### src/rtl/icape2_packet_decoder.sv
// ICAPE2 write-stream receiver: sync hunt, Type 1/Type 2 header parsing, register-write strobes.
// Optional IDCODE check enabled by defining ICAPE2_IDCODE_CHECK_EN.
module icape2_packet_decoder #(
    parameter int unsigned BIT_SWAP  = 1,
    parameter logic [31:0] DEVICE_ID = 32'h04244093
) (
    input  logic        CLK,
    input  logic        RSTB,
    input  logic        CSIB,
    input  logic        RDWRB,
    input  logic [31:0] I,
    output logic        SYNCED,
    output logic        REG_WE,
    output logic [4:0]  REG_ADDR,
    output logic [31:0] REG_DATA,
    output logic        RD_REQ,
    output logic [26:0] RD_CNT,
    output logic        HDR_ERR,
    output logic        ID_ERR
);

    localparam logic [31:0] SYNC_WORD   = 32'hAA995566;
    localparam logic [31:0] NOOP_WORD   = 32'h20000000;
    localparam logic [31:0] DESYNC_WORD = 32'h0000000D;
    localparam logic [4:0]  ADDR_CMD    = 5'h04;

    typedef enum logic [1:0] {ST_UNSYNC, ST_HDR, ST_DATA} state_t;

    state_t      state_q, state_d;
    logic [26:0] cnt_q, cnt_d;
    logic [4:0]  addr_q, addr_d;
    logic        t1_q, t1_d;
    logic        synced_d, we_d, rd_d, herr_d;
    logic [4:0]  reg_addr_d;
    logic [31:0] reg_data_d;
    logic [26:0] rd_cnt_d;
    logic        id_err_d, id_blk_q, id_blk_d;

    logic [31:0] w;
    logic        accept;
    logic        hdr_ok;
    logic [4:0]  hdr_addr;
    logic [26:0] hdr_cnt;

    function automatic logic [31:0] swap_bits(input logic [31:0] d);
        logic [31:0] r;
        for (int unsigned b = 0; b < 4; b++) begin
            for (int unsigned k = 0; k < 8; k++) begin
                r[8*b+k] = d[8*b+7-k];
            end
        end
        return r;
    endfunction

    assign w      = (BIT_SWAP != 0) ? swap_bits(I) : I;
    assign accept = !CSIB && !RDWRB;

    always_comb begin
        state_d    = state_q;
        cnt_d      = cnt_q;
        addr_d     = addr_q;
        t1_d       = t1_q;
        synced_d   = SYNCED;
        we_d       = 1'b0;
        rd_d       = 1'b0;
        herr_d     = 1'b0;
        reg_addr_d = REG_ADDR;
        reg_data_d = REG_DATA;
        rd_cnt_d   = RD_CNT;
        id_err_d   = ID_ERR;
        id_blk_d   = id_blk_q;
        hdr_ok     = 1'b0;
        hdr_addr   = addr_q;
        hdr_cnt    = '0;

        if (accept) begin
            unique case (state_q)
                ST_UNSYNC: begin
                    if (w == SYNC_WORD) begin
                        state_d  = ST_HDR;
                        synced_d = 1'b1;
                    end
                end
                ST_HDR: begin
                    if (w != NOOP_WORD) begin
                        if (w[31:29] == 3'b001) begin
                            addr_d   = w[17:13];
                            t1_d     = 1'b1;
                            hdr_addr = w[17:13];
                            hdr_cnt  = {16'd0, w[10:0]};
                            hdr_ok   = 1'b1;
                        end else if (w[31:29] == 3'b010 && t1_q) begin
                            hdr_cnt = w[26:0];
                            hdr_ok  = 1'b1;
                        end else begin
                            herr_d = 1'b1;
                        end
                        if (hdr_ok) begin
                            if (w[28:27] == 2'b10 && hdr_cnt != '0) begin
                                state_d = ST_DATA;
                                cnt_d   = hdr_cnt;
                            end else if (w[28:27] == 2'b01) begin
                                rd_d       = 1'b1;
                                reg_addr_d = hdr_addr;
                                rd_cnt_d   = hdr_cnt;
                            end
                        end
                    end
                end
                ST_DATA: begin
                    // A blocked write still consumes its payload slot.
                    if (!id_blk_q) begin
                        we_d       = 1'b1;
                        reg_addr_d = addr_q;
                        reg_data_d = w;
                    end
`ifdef ICAPE2_IDCODE_CHECK_EN
                    if (addr_q == 5'h0C && w != DEVICE_ID) begin
                        id_err_d = 1'b1;
                        id_blk_d = 1'b1;
                    end
`endif
                    cnt_d = cnt_q - 27'd1;
                    if (cnt_q == 27'd1) state_d = ST_HDR;
                    if (addr_q == ADDR_CMD && w == DESYNC_WORD) begin
                        state_d  = ST_UNSYNC;
                        synced_d = 1'b0;
                        t1_d     = 1'b0;
                        cnt_d    = '0;
                        id_blk_d = 1'b0;
                    end
                end
                default: state_d = ST_UNSYNC;
            endcase
        end
    end

    always_ff @(posedge CLK or negedge RSTB) begin
        if (!RSTB) begin
            state_q  <= ST_UNSYNC;
            cnt_q    <= '0;
            addr_q   <= '0;
            t1_q     <= 1'b0;
            SYNCED   <= 1'b0;
            REG_WE   <= 1'b0;
            REG_ADDR <= '0;
            REG_DATA <= '0;
            RD_REQ   <= 1'b0;
            RD_CNT   <= '0;
            HDR_ERR  <= 1'b0;
        end else begin
            state_q  <= state_d;
            cnt_q    <= cnt_d;
            addr_q   <= addr_d;
            t1_q     <= t1_d;
            SYNCED   <= synced_d;
            REG_WE   <= we_d;
            REG_ADDR <= reg_addr_d;
            REG_DATA <= reg_data_d;
            RD_REQ   <= rd_d;
            RD_CNT   <= rd_cnt_d;
            HDR_ERR  <= herr_d;
        end
    end

`ifdef ICAPE2_IDCODE_CHECK_EN
    always_ff @(posedge CLK or negedge RSTB) begin
        if (!RSTB) begin
            ID_ERR   <= 1'b0;
            id_blk_q <= 1'b0;
        end else begin
            ID_ERR   <= id_err_d;
            id_blk_q <= id_blk_d;
        end
    end
`else
    assign ID_ERR   = 1'b0;
    assign id_blk_q = 1'b0;
`endif

endmodule

### config.mk
export PLATFORM = sky130hd
export DESIGN_NAME = icape2_packet_decoder
export DESIGN_NICKNAME = d
export VERILOG_FILES = /design/src/rtl/icape2_packet_decoder.sv
export SDC_FILE = /design/constraint.sdc
export NUM_CORES = 1
export LEC_CHECK = 0
export BUFFER_PORTS_ARGS = -buffer_cell sky130_fd_sc_hd__buf_2
export CORE_MARGIN = 5
export CORE_UTILIZATION = 59
export CTS_CLUSTER_DIAMETER = 80
export DETAILED_ROUTE_END_ITERATION = 8
export MAX_ROUTING_LAYER = met4
export PLACE_DENSITY = 0.95
export SYNTH_ARGS = -nofsm -noshare
export SYNTH_HDL_FRONTEND = slang
export SYNTH_SLANG_ARGS = --single-unit
### constraint.sdc
create_clock -name CLK -period 4.15 [get_ports CLK]
set_input_delay 0.83 -clock CLK [delete_from_list [all_inputs] [get_ports CLK]]
set_output_delay 0.83 -clock CLK [all_outputs]
set_load 0.02 [all_outputs]
### Yosys cells after proc, flatten, opt, wreduce, memory -nomap -nowiden

Cells that the tools add are included.

* register bits after elaboration: 103
* input port bits: 36
* output and inout port bits: 69
* logic and storage cells: 98

* $add $sub $neg: 1
* equal/unequal tests: 20
* mux-type cells: 47
* bitwise gates (word level): 1
* reduce and logical (&&, ||, !) cells: 18

Operator list (count)
* 27-bit 2-to-1 mux: 9
* 27-bit one-hot mux with 2 select lines: 1
* 32-bit == test (second input constant): 1
* 32-bit by 4-bit == test with 1-bit output (second input constant): 1
* 32-bit by 30-bit inequality test with 1-bit output (second input constant): 1
* 27-bit by 1-bit == test with 1-bit output (second input constant): 1
* 27-bit nonzero test: 1
* 27-bit by 1-bit subtractor with 27-bit output (second input constant): 1
* 5-bit 2-to-1 mux: 5
* 1-bit 2-to-1 mux: 22
* 6-bit AND reduction: 3
* 2-bit inequality test (second input constant): 8
* 2-bit 2-to-1 mux: 6
* 5-bit one-hot mux with 2 select lines: 1
* 5-bit AND reduction: 2
* 2-bit one-hot mux with 3 select lines: 1
* 5-bit by 3-bit == test with 1-bit output (second input constant): 1
* 2-bit by 1-bit == test with 1-bit output (second input constant): 2
* 2-bit == test (second input constant): 2
* 1-bit logical AND: 4
* 1-bit one-hot mux with 2 select lines: 2
* 4-bit AND reduction: 1
* 2-bit nonzero test: 2
* 3-bit by 1-bit == test with 1-bit output (second input constant): 1
* 7 further kinds: 8

### Longest topological paths before layout

Gate-level depths: netlist (run 1).

* depth after elaboration: 14
* gate-level depth with buffers: 9
* depth with buffers taken out: 8

### Least setup slack after synthesis (run 1)

Ideal clock, no wire load.

* path kind: input-to-reg
* start: input port I[26]
* end: register REG_ADDR[0]
* setup time: 0.128 ns
* arrival: 2.490 ns
* required time: 4.022 ns
* setup slack: 1.532 ns
* stages on the path: 8
* buffers on the path: 2
* path through: buf_2 -> and4bb_1 -> buf_2 -> a21o_1 -> o21ai_1 -> a21oi_2 -> a21boi_2 -> mux2_1

* longest elaborated chain between the ends: 11
* elaborated cells between the ends (all ways): 26
* those cells by class: 6 x eq/ne; 16 x mux; 4 x reduce/logical

RTL lines
* start: declaration: line 11 `input logic [31:0] I,`
* 3-bit by 2-bit == test with 1-bit output: line 92 `end else if (w[31:29] == 3'b010 && t1_q) begin`
* 1-bit logical AND: line 92
* 27-bit 2-to-1 mux: line 92
* 27-bit 2-to-1 mux: line 86 `if (w[31:29] == 3'b001) begin`
* 27-bit 2-to-1 mux: line 85 `if (w != NOOP_WORD) begin`
* 27-bit 2-to-1 mux: line 77 `unique case (state_q)`
* 27-bit 2-to-1 mux: line 76 `if (accept) begin`
* 27-bit nonzero test: line 99 `if (w[28:27] == 2'b10 && hdr_cnt != '0) begin`
* 1-bit logical AND: line 99
* 2-bit inequality test (no line)
* 6-bit AND reduction (no line)
* end signal: assignment: line 158 `REG_ADDR <= reg_addr_d;`
* end: declaration: line 14 `output logic [4:0] REG_ADDR,`

Several ways; a longest one is shown, not always the timed one. The select of a mux whose other input is x is not followed.
A chain may end at the register's enable or synchronous reset.

### Worst setup path after layout (run 1)

* start: input port I[6]
* end: register cnt_q[7]

* longest elaborated chain between the ends: 9
* elaborated cells between the ends (all ways): 15
* those cells by class: 4 x eq/ne; 7 x mux; 4 x reduce/logical

RTL lines
* 27-bit 2-to-1 mux: line 92
* 27-bit 2-to-1 mux: line 86
* 27-bit 2-to-1 mux: line 85
* 27-bit 2-to-1 mux: line 77
* 27-bit 2-to-1 mux: line 76
* 27-bit nonzero test: line 99
* 1-bit logical AND: line 99
* 2-bit inequality test (no line)
* 5-bit AND reduction (no line)
* end signal: assignment: line 153 `cnt_q <= cnt_d;`
* end: declaration: line 30 `logic [26:0] cnt_q, cnt_d;`

Several ways; a longest one is shown, not always the timed one. The select of a mux whose other input is x is not followed.

==> results of run 1 <==
per-stage QoR:
| step | instances | util [%] | hold WS, ns | power, uW |
|---|---|---|---|---|
| after global routing | 716 | 69.3 | 0.508 | 2240 |
| after floorplan | 510 | - | 0.442 | 1370 |
| final | 716 | 69.3 | 0.491 | 2150 |
| after global placement | 700 | 67.1 | 0.457 | 1520 |
| after detailed placement | 700 | 67.1 | 0.469 | 1540 |
| after CTS | 716 | 69.3 | 0.496 | 2150 |
cells by family (layout without fill, tap and decap cells):
kind of cell               after synthesis  count (layout)  share of synthesized area [%]
muxes                                   48              48                           10.7
AOI/OAI and AO/OA                      124             124                           17.0
DFF                                    103             103                           49.6
and+or+nand+nor                        195             195                           19.0
adders and majority gates                2               2                          0.482
buffers and inverters                   37             135                           3.04
other                                    1               1                         0.0722
final timing paths:
| path | from | endpoint | slack (ns) |
|---|---|---|---|
| setup reg to reg | state_q[0] | RD_CNT[25] | 1.55 |
| min in group asynchronous | RSTB | RD_CNT[13] | 0.51 |
| hold reg to reg | REG_DATA[2] | REG_DATA[2] | 0.49 |
| hold / removal | REG_DATA[2] | REG_DATA[2] | 0.49 |
| max in group asynchronous | RSTB | addr_q[2] | 2.78 |
| setup / recovery | I[6] | cnt_q[7] | 1.32 |
worst max-delay path, stage by stage:
cell and delay (ns):
buf_2 0.16, nor4_1 0.53, and4_4 0.34, a41o_1 0.76, o22ai_1 0.19, a22o_1 0.28
flip-flops by register name, summed over array words and instances (netlist names), 2 cells and up:
register	count
RD_CNT	27
REG_ADDR	5
state_q	2
addr_q	5
cnt_q	27
REG_DATA	32
area by class of cell:
type / count / area (um^2) / area share (%)
clock inverters: 6 / 52.6 / 0.879
flip-flops and latches: 103 / 2580 / 43.1
repair buffers: 113 / 593 / 9.92
multi-input cells: 370 / 2460 / 41.2
well taps: 108 / 135 / 2.26
inverters: 6 / 22.5 / 0.377
clock buffers: 10 / 138 / 2.30
power groups by stage:
stage	Clock (uW)	Combinational (uW)	Sequential (uW)
after global placement	0	410	1110
after global routing	672	464	1100
after floorplan	0	224	1150
after detailed placement	0	420	1120
after CTS	629	423	1100
final	625	428	1100
layer usage:
| layer | vias to the layer above | global-route usage [%] | part of all wire, % |
|---|---|---|---|
| met3 | 47 | 6.03 | 8.8 |
| met2 | 277 | 46.2 | 49 |
| met1 | 2225 | 36.0 | 39 |
| met4 | 0 | 10.5 | 3.1 |
| li1 | 2077 | - | - |
| met5 | - | - | 0 |
cell usage after synthesis, types with 8 or more instances:
cell type	count	area share (%)
mux2_1	33	7.2
a21oi_1	15	1.4
mux2_2	9	2.0
nor4_1	12	1.4
o31ai_1	8	1.2
o21ai_0	10	0.96
clkbuf_1	19	1.4
nand4_1	9	1.1
o21ai_1	31	3.0
nand2_1	80	5.8
nor2_1	18	1.3
nand3_1	25	2.4
buf_2	9	0.87
dfrtp_1	103	50
o2bb2ai_1	18	3.0
nor3_1	14	1.3
==> impl_metrics.toml, run 1 <==
[job]
cap_violations = 0

[yosys]
synthCells = 510
yosys_most_used_dff = "dfrtp_1"
ys_ff_latch = 103
yosysSeqAreaShare_pct = 49.6
syn_area_um2 = 5190
syn_avg_cell_area_um2 = 10.2
yosysUniqueCellTypes = 64
async_flop_share_pct = 100
ys_warn_count = 0
synth_edf_count = 0
synth_fp_nets = 548

[place]
place_ws_ns = 1.01
dp_hpwl_mm = 10.9
io_buffer_count = 103
gp_congestion = 0.922
postPlaceCellArea_um2 = 5790

[sta]
finalCriticalPeriod_ns = 2.83
timing.final.crit_share_pct = 68.3
tightest_slew_ns = 1.04
max_freq_ghz = 0.353
drv_slew = 0
worst_slack_ns = 1.32
rsz0062_at_grt = "no"
slew_headroom_pct = 31.0
fin_worst_skew_ns = 0.0101
setup_viol = 0
fin_tns_setup_ns = 0
hold_viol = 0

[global_routing]
grt_pass1_wl_mm = 24.6
gr-total-overflow = 0
track_usage_pct = 28.7
first_global_vias = 4696
antenna_found_initial = 0
grt_max_degree = 61

[critical_path]
path_class = "in2reg"
start_kind = "input port"
cp_max_fo = 22
required_ns = 4.41
worstPathArrival_ns = 3.10
r2r_cells = 5
cp-end-kind = "flip-flop"

[clocking]
post_cts_resized = 0
cts_sinks = 103
cts-root-buf = "clkbuf_8"
htreeDepth = 3
cts_tree = "yes"
cts.path.max_buffers = 2
cts.clk_slew.worst_paths_ns = 0.11
numCtsBuffers = 9
post_cts_buffers = 0
clock_latency_ns = 0.38
hold_buffers = 0

[route]
drt_wl_total_mm = 15.0
drc = 0
vias_per_cell = 6.46
dr.pass1.iters = 5
via_count = 4626
detail-route-antenna-nets = 0
avgRoutedWirePerCell_um = 21.0
drt_iter0_drc = 500

[worst_hold_path]
hold_path_class = "reg2reg"
hold_path_depth = 1

[floorplan]
ioPinCount = 105
die_w_um = 104
num_rows = 34
die_area_um2 = 10800
fp.dieH_um = 104
start_util_pct = 60.1
coreArea_um2 = 8640

[layout]
fillers = 652
drive_above_1_share_pct = 26.0
final_cell_mix = "dfrtp_1, buf_2, nand2_1, mux2_1, o21ai_1"
final_common_cell = "dfrtp_1"
syn_to_final_growth_pct = 15.2
fin_nets = 641
stdcell_area_um2 = 5980
antenna_cells = 0

[pwr]
p_comb_share_pct = 19.9
p_sw_share_pct = 32.6
clockPowerShare_pct = 29.0
internal_power_uw = 1450
vdd_drop_max_v = 0.000181
p_switching_uw = 700
cellLeakagePower_uw = 0.00285
seqPwrFrac_pct = 51.1
powerDensity_nw_per_um2 = 360

[outcome]
status = "finished, final reports clean"
No activity file was read; power rests on OpenSTA's default activity.
==> inputs of run 2 (changes only) <==
- CORE_UTILIZATION: 59 -> 50
- PLACE_DENSITY: 0.95 -> 0.87
- clock period: 4.15 -> 2.4 ns (I/O delays scaled with it)
==> run 2 against run 1 <==
  * Sequential share of layout area is 3.5 points lower
  * First-iteration DRC count is 6.2% lower
  * Critical path depth stayed put
  * Via count is 4.7% higher
  * Critical path type is now reg2reg
  * Power is 75% higher
  * Combinational power is 93% higher
  * Utilization is 5.7 points lower
  * Largest power group unchanged
  * Largest cell class unchanged
  * Final cell count is 12% higher
==> impl_metrics.toml, run 2 (synthesized netlist as in run 1, its figures left out) <==
[route]
vias_per_cell = 6.05
drc = 0
drt_wl_total_mm = 15.9
avgRoutedWirePerCell_um = 19.9
via_count = 4843
drt_iter0_drc = 469
dr.pass1.iters = 6
detail-route-antenna-nets = 0

[critical_path]
path_delay_family = "simple AND/OR/NAND/NOR gates"
startpoint = "addr_q[1]"
required_ns = 2.67
r2r_end = "addr_q[3]"
path_class = "reg2reg"
start_kind = "flip-flop"
cp-end-kind = "flip-flop"
max_stage_delay_ns = 0.43
cpMaxStageDelayCell = "or3b_1"
cp_cell_sequence = "or3b_1 > nor4_4 > a41oi_4 > a2111oi_4 > buf_6 > mux2_4"
reg2reg_slack_ns = 0.11
r2r_cells = 6
critPathBufInv = 1
r2r-start = "addr_q[1]"
worstPathArrival_ns = 2.55
cp_max_fo = 6

[pwr]
p_sw_share_pct = 32.4
vdd_drop_max_v = 0.000307
p_switching_uw = 1220
powerDensity_nw_per_um2 = 578
clockPowerShare_pct = 27.4
internal_power_uw = 2540
cellLeakagePower_uw = 0.00315
p_comb_share_pct = 22.0
seqPwrFrac_pct = 50.6

[global_routing]
grt_pass1_wl_mm = 25.3
track_usage_pct = 26.1
first_global_vias = 4759
grt_max_degree = 56
gr-total-overflow = 0
antenna_found_initial = 0

[floorplan]
die_area_um2 = 12500
coreArea_um2 = 10200
ioPinCount = 105
die_w_um = 112
start_util_pct = 50.8
num_rows = 37
fp.dieH_um = 112

[clocking]
hold_buffers = 0
cts_sinks = 103
cts.clk_slew.worst_paths_ns = 0.10
cts_tree = "yes"
clock_latency_ns = 0.38
numCtsBuffers = 9
htreeDepth = 3
cts-root-buf = "clkbuf_8"
cts.path.max_buffers = 2

[sta]
hold_viol = 0
rsz0062_at_grt = "no"
finalCriticalPeriod_ns = 2.29
fin_hold_ws_ns = 0.0150
timing.final.crit_share_pct = 95.3
fin_worst_skew_ns = 0.00720
slew_headroom_pct = 53.5
drv_slew = 0
tightest_slew_ns = 0.695
setup_viol = 0
max_freq_ghz = 0.437

[place]
io_buffer_count = 103
dp_hpwl_mm = 11.9
gp_congestion = 0.964

[layout]
top_regs = "REG_DATA (32), RD_CNT (27), cnt_q (27)"
antenna_cells = 0
syn_to_final_growth_pct = 25.3
drive_above_1_share_pct = 32.3
final_cell_mix = "dfrtp_1, buf_2, nand2_1, buf_4, mux2_1"
largest-register = "REG_DATA"
finalCoreUtilization_pct = 63.6
fin_nets = 698
final_common_cell = "dfrtp_1"
largest_reg_flops = 32

[job]
cap_violations = 0

[outcome]
status = "finished, final reports clean"

[worst_hold_path]
hold_path_class = "in2async"
-- run 2: power groups by stage --
stage | Combinational (uW) | Sequential (uW) | Clock [uW]
detailed placement | 812 | 1930 | 0
finish | 828 | 1900 | 1030
global route | 895 | 1910 | 1120
floorplan | 387 | 1980 | 0
global placement | 794 | 1920 | 0
CTS | 816 | 1900 | 1060
-- run 2: worst max path at each step --
| stage | slack (ns) | end | cells past startpoint |
|---|---|---|---|
| detailed placement | -0.25 | addr_q[3] | 8 |
| finish | 0.11 | addr_q[3] | 6 |
| global route | 0.01 | cnt_q[16] | 8 |
| global placement | -0.26 | addr_q[0] | 8 |
| floorplan | 0.13 | REG_ADDR[0] | 8 |
| CTS | 0.09 | addr_q[3] | 6 |
-- run 2: metrics by stage --
stage                     power [uW]  instance area (um^2)  setup TNS [ns]  instances  setup WS (ns)
after floorplan                 2370                  5190               0        510          0.132
after global routing            3920                  6510               0        801         0.0130
after detailed placement        2740                  6310           -5.38        784         -0.249
final                           3760                  6510               0        801          0.113
after CTS                       3770                  6490               0        800         0.0895
after global placement          2720                  6310           -5.12        784         -0.259
-- run 2: what timing repair did --
item	CTS	global route
resized for setup	0	2
setup buffers	0	1
setup endpoints to repair	0	4
-- run 2: worst register-to-register path, delay by kind of cell, from the launching register on --
family	cells	cell delay, ns
simple gates	2	0.84
mux	1	0.30
buf+inv	1	0.19
flops	1	0.41
compound gates	2	0.44
-- run 2: final cells by class --
| class | instances | area (um^2) |
|---|---|---|
| repair buffers | 170 | 1090 |
| well taps | 136 | 170 |
| clock buffers | 9 | 124 |
| flip-flops and latches | 103 | 2580 |
| multi-input cells | 370 | 2470 |
| inverters | 6 | 22.5 |
| fillers | 822 | 3720 |
| clock inverters | 7 | 57.6 |
-- run 2: routing by layer --
metal  global-route usage (%)  share of wire (%)
met1                     33.2                 41
met2                     41.5                 48
met3                     6.09                8.5
met4                     8.76                2.5
met5                        -                  0
==> inputs of run 3 (changes only) <==
- RECOVER_POWER: not set -> 100
==> run 3 against run 2 <==
  * The run now ends with max-capacitance violations left
  * Critical path type unchanged
  * Sequential cell count unchanged
  * Count of clock-buffer cells in the layout unchanged
  * Power down 0.55%
  * Worst setup slack worse by 0.019 ns
  * Global-route usage unchanged
  * Clock power about the same
  * Critical path depth unchanged
  * Critical endpoint unchanged
  * Via count unchanged
  * Die area unchanged
  * First-iteration DRC count up 5.3%
  * Sequential share of layout area up 0.86 points
==> impl_metrics.toml, run 3 (synthesized netlist as in run 1, its figures left out) <==
[outcome]
status = "finished, violations left"
violations = "max-capacitance violations"

[layout]
antenna_cells = 0
final_common_cell = "dfrtp_1"
top_regs = "REG_DATA (32), RD_CNT (27), cnt_q (27)"
largest_reg_flops = 32
fin_cells = 801
final_cell_mix = "dfrtp_1, nand2_1, clkbuf_1, buf_4, o21ai_0"
drive_above_1_share_pct = 21.5
largest-register = "REG_DATA"
fin_nets = 698
syn_to_final_growth_pct = 22.7

[route]
via_count = 4843
drc = 0
vias_per_cell = 6.05
dr.pass1.iters = 5
drt_wl_total_mm = 16.1
detail-route-antenna-nets = 0
drt_iter0_drc = 494
avgRoutedWirePerCell_um = 20.1

[critical_path]
required_ns = 2.67
r2r_end = "addr_q[3]"
cp-end-kind = "flip-flop"
start_kind = "flip-flop"
r2r_cells = 6
worstPathArrival_ns = 2.58
cp_max_fo = 6
reg2reg_slack_ns = 0.09
r2r-start = "addr_q[1]"
path_class = "reg2reg"

[global_routing]
antenna_found_initial = 0
gr-total-overflow = 0
grt_pass1_wl_mm = 25.3
track_usage_pct = 26.1
first_global_vias = 4759
grt_max_degree = 56

[pwr]
cellLeakagePower_uw = 0.00286
total_power_uw = 3740
vdd_drop_max_v = 0.000309
powerDensity_nw_per_um2 = 588

[worst_hold_path]
min_to = "RD_CNT[21]"
hold_path_class = "in2reg"
hold_path_depth = 3
hp-start = "I[18]"

[clocking]
cts.clk_slew.worst_paths_ns = 0.10
cts.path.max_buffers = 2
htreeDepth = 3
cts_tree = "yes"
clock_latency_ns = 0.38
numCtsBuffers = 9
cts-root-buf = "clkbuf_8"
hold_buffers = 0
cts_sinks = 103

[floorplan]
coreArea_um2 = 10200
fp.dieH_um = 112
num_rows = 37
start_util_pct = 50.8
die_w_um = 112
die_area_um2 = 12500
ioPinCount = 105

[sta]
rsz0062_at_grt = "no"
tightest_slew_ns = 1.50
worst_slack_ns = 0.0947
drv_slew = 0
max_freq_ghz = 0.434
slew_headroom_pct = 0.157
timing.final.crit_share_pct = 96.1
finalCriticalPeriod_ns = 2.31
hold_viol = 0
fin_tns_setup_ns = 0
fin_worst_skew_ns = 0.00785
setup_viol = 0

[job]
cap_violations = 1

[place]
io_buffer_count = 103
gp_congestion = 0.964
dp_cells = 784
dp_hpwl_mm = 11.9
place_ws_ns = -0.249
run 3: layout make-up:
class / count / area (um^2)
clock buffers: 9 / 124
clock inverters: 7 / 57.6
fillers: 877 / 3860
inverters: 6 / 22.5
multi-input cells: 370 / 2460
flip-flops and latches: 103 / 2580
well taps: 136 / 170
repair buffers: 170 / 957
run 3: worst max-delay path: stages, from the launching register on:
cell	delay, ns
dfrtp_1	0.41
or3b_1	0.43
nor4_4	0.41
a41oi_4	0.17
a2111oi_4	0.28
buf_6	0.19
mux2_4	0.30
run 3: per-layer routing:
| metal | global-route usage, % | part of all wire, % | vias up |
|---|---|---|---|
| met5 | - | 0 | - |
| met4 | 8.76 | 2.3 | 0 |
| met3 | 6.09 | 9.1 | 33 |
| met2 | 41.5 | 48 | 242 |
| met1 | 33.2 | 41 | 2383 |
| li1 | - | - | 2185 |
run 3: per-stage QoR:
stage	area (um^2)	util (%)	hold slack (ns)
4_1_cts	6490	63.4	0.000573
6_report	6370	62.3	0.381
3_5_place_dp	6310	61.7	0.421
3_3_place_gp	6310	61.7	0.420
5_1_grt	6370	62.3	0.362
2_1_floorplan	5190	-	0.184
run 3: worst max-delay path by stage:
stage                     startpoint          end  slack (ns)  cells after the start
after floorplan                I[26]  REG_ADDR[0]        0.13                      8
after global placement         I[17]    addr_q[0]       -0.26                      8
after detailed placement       I[17]    addr_q[3]       -0.25                      8
after CTS                  addr_q[1]    addr_q[3]        0.09                      6
after global routing           I[17]    cnt_q[16]        0.02                      8
final                      addr_q[1]    addr_q[3]        0.09                      6
run 3: repair_timing:
action	CTS	global route
setup buffers	0	1
endpoints found under the setup margin	0	4
gates resized for setup	0	2
run 3: where the power goes:
group	internal, uW	switching (uW)	leakage (uW)	total (uW)
logic	305	498	0.00137	802
registers	1830	78.2	0.00140	1910
clock network	390	645	0.0000942	1040
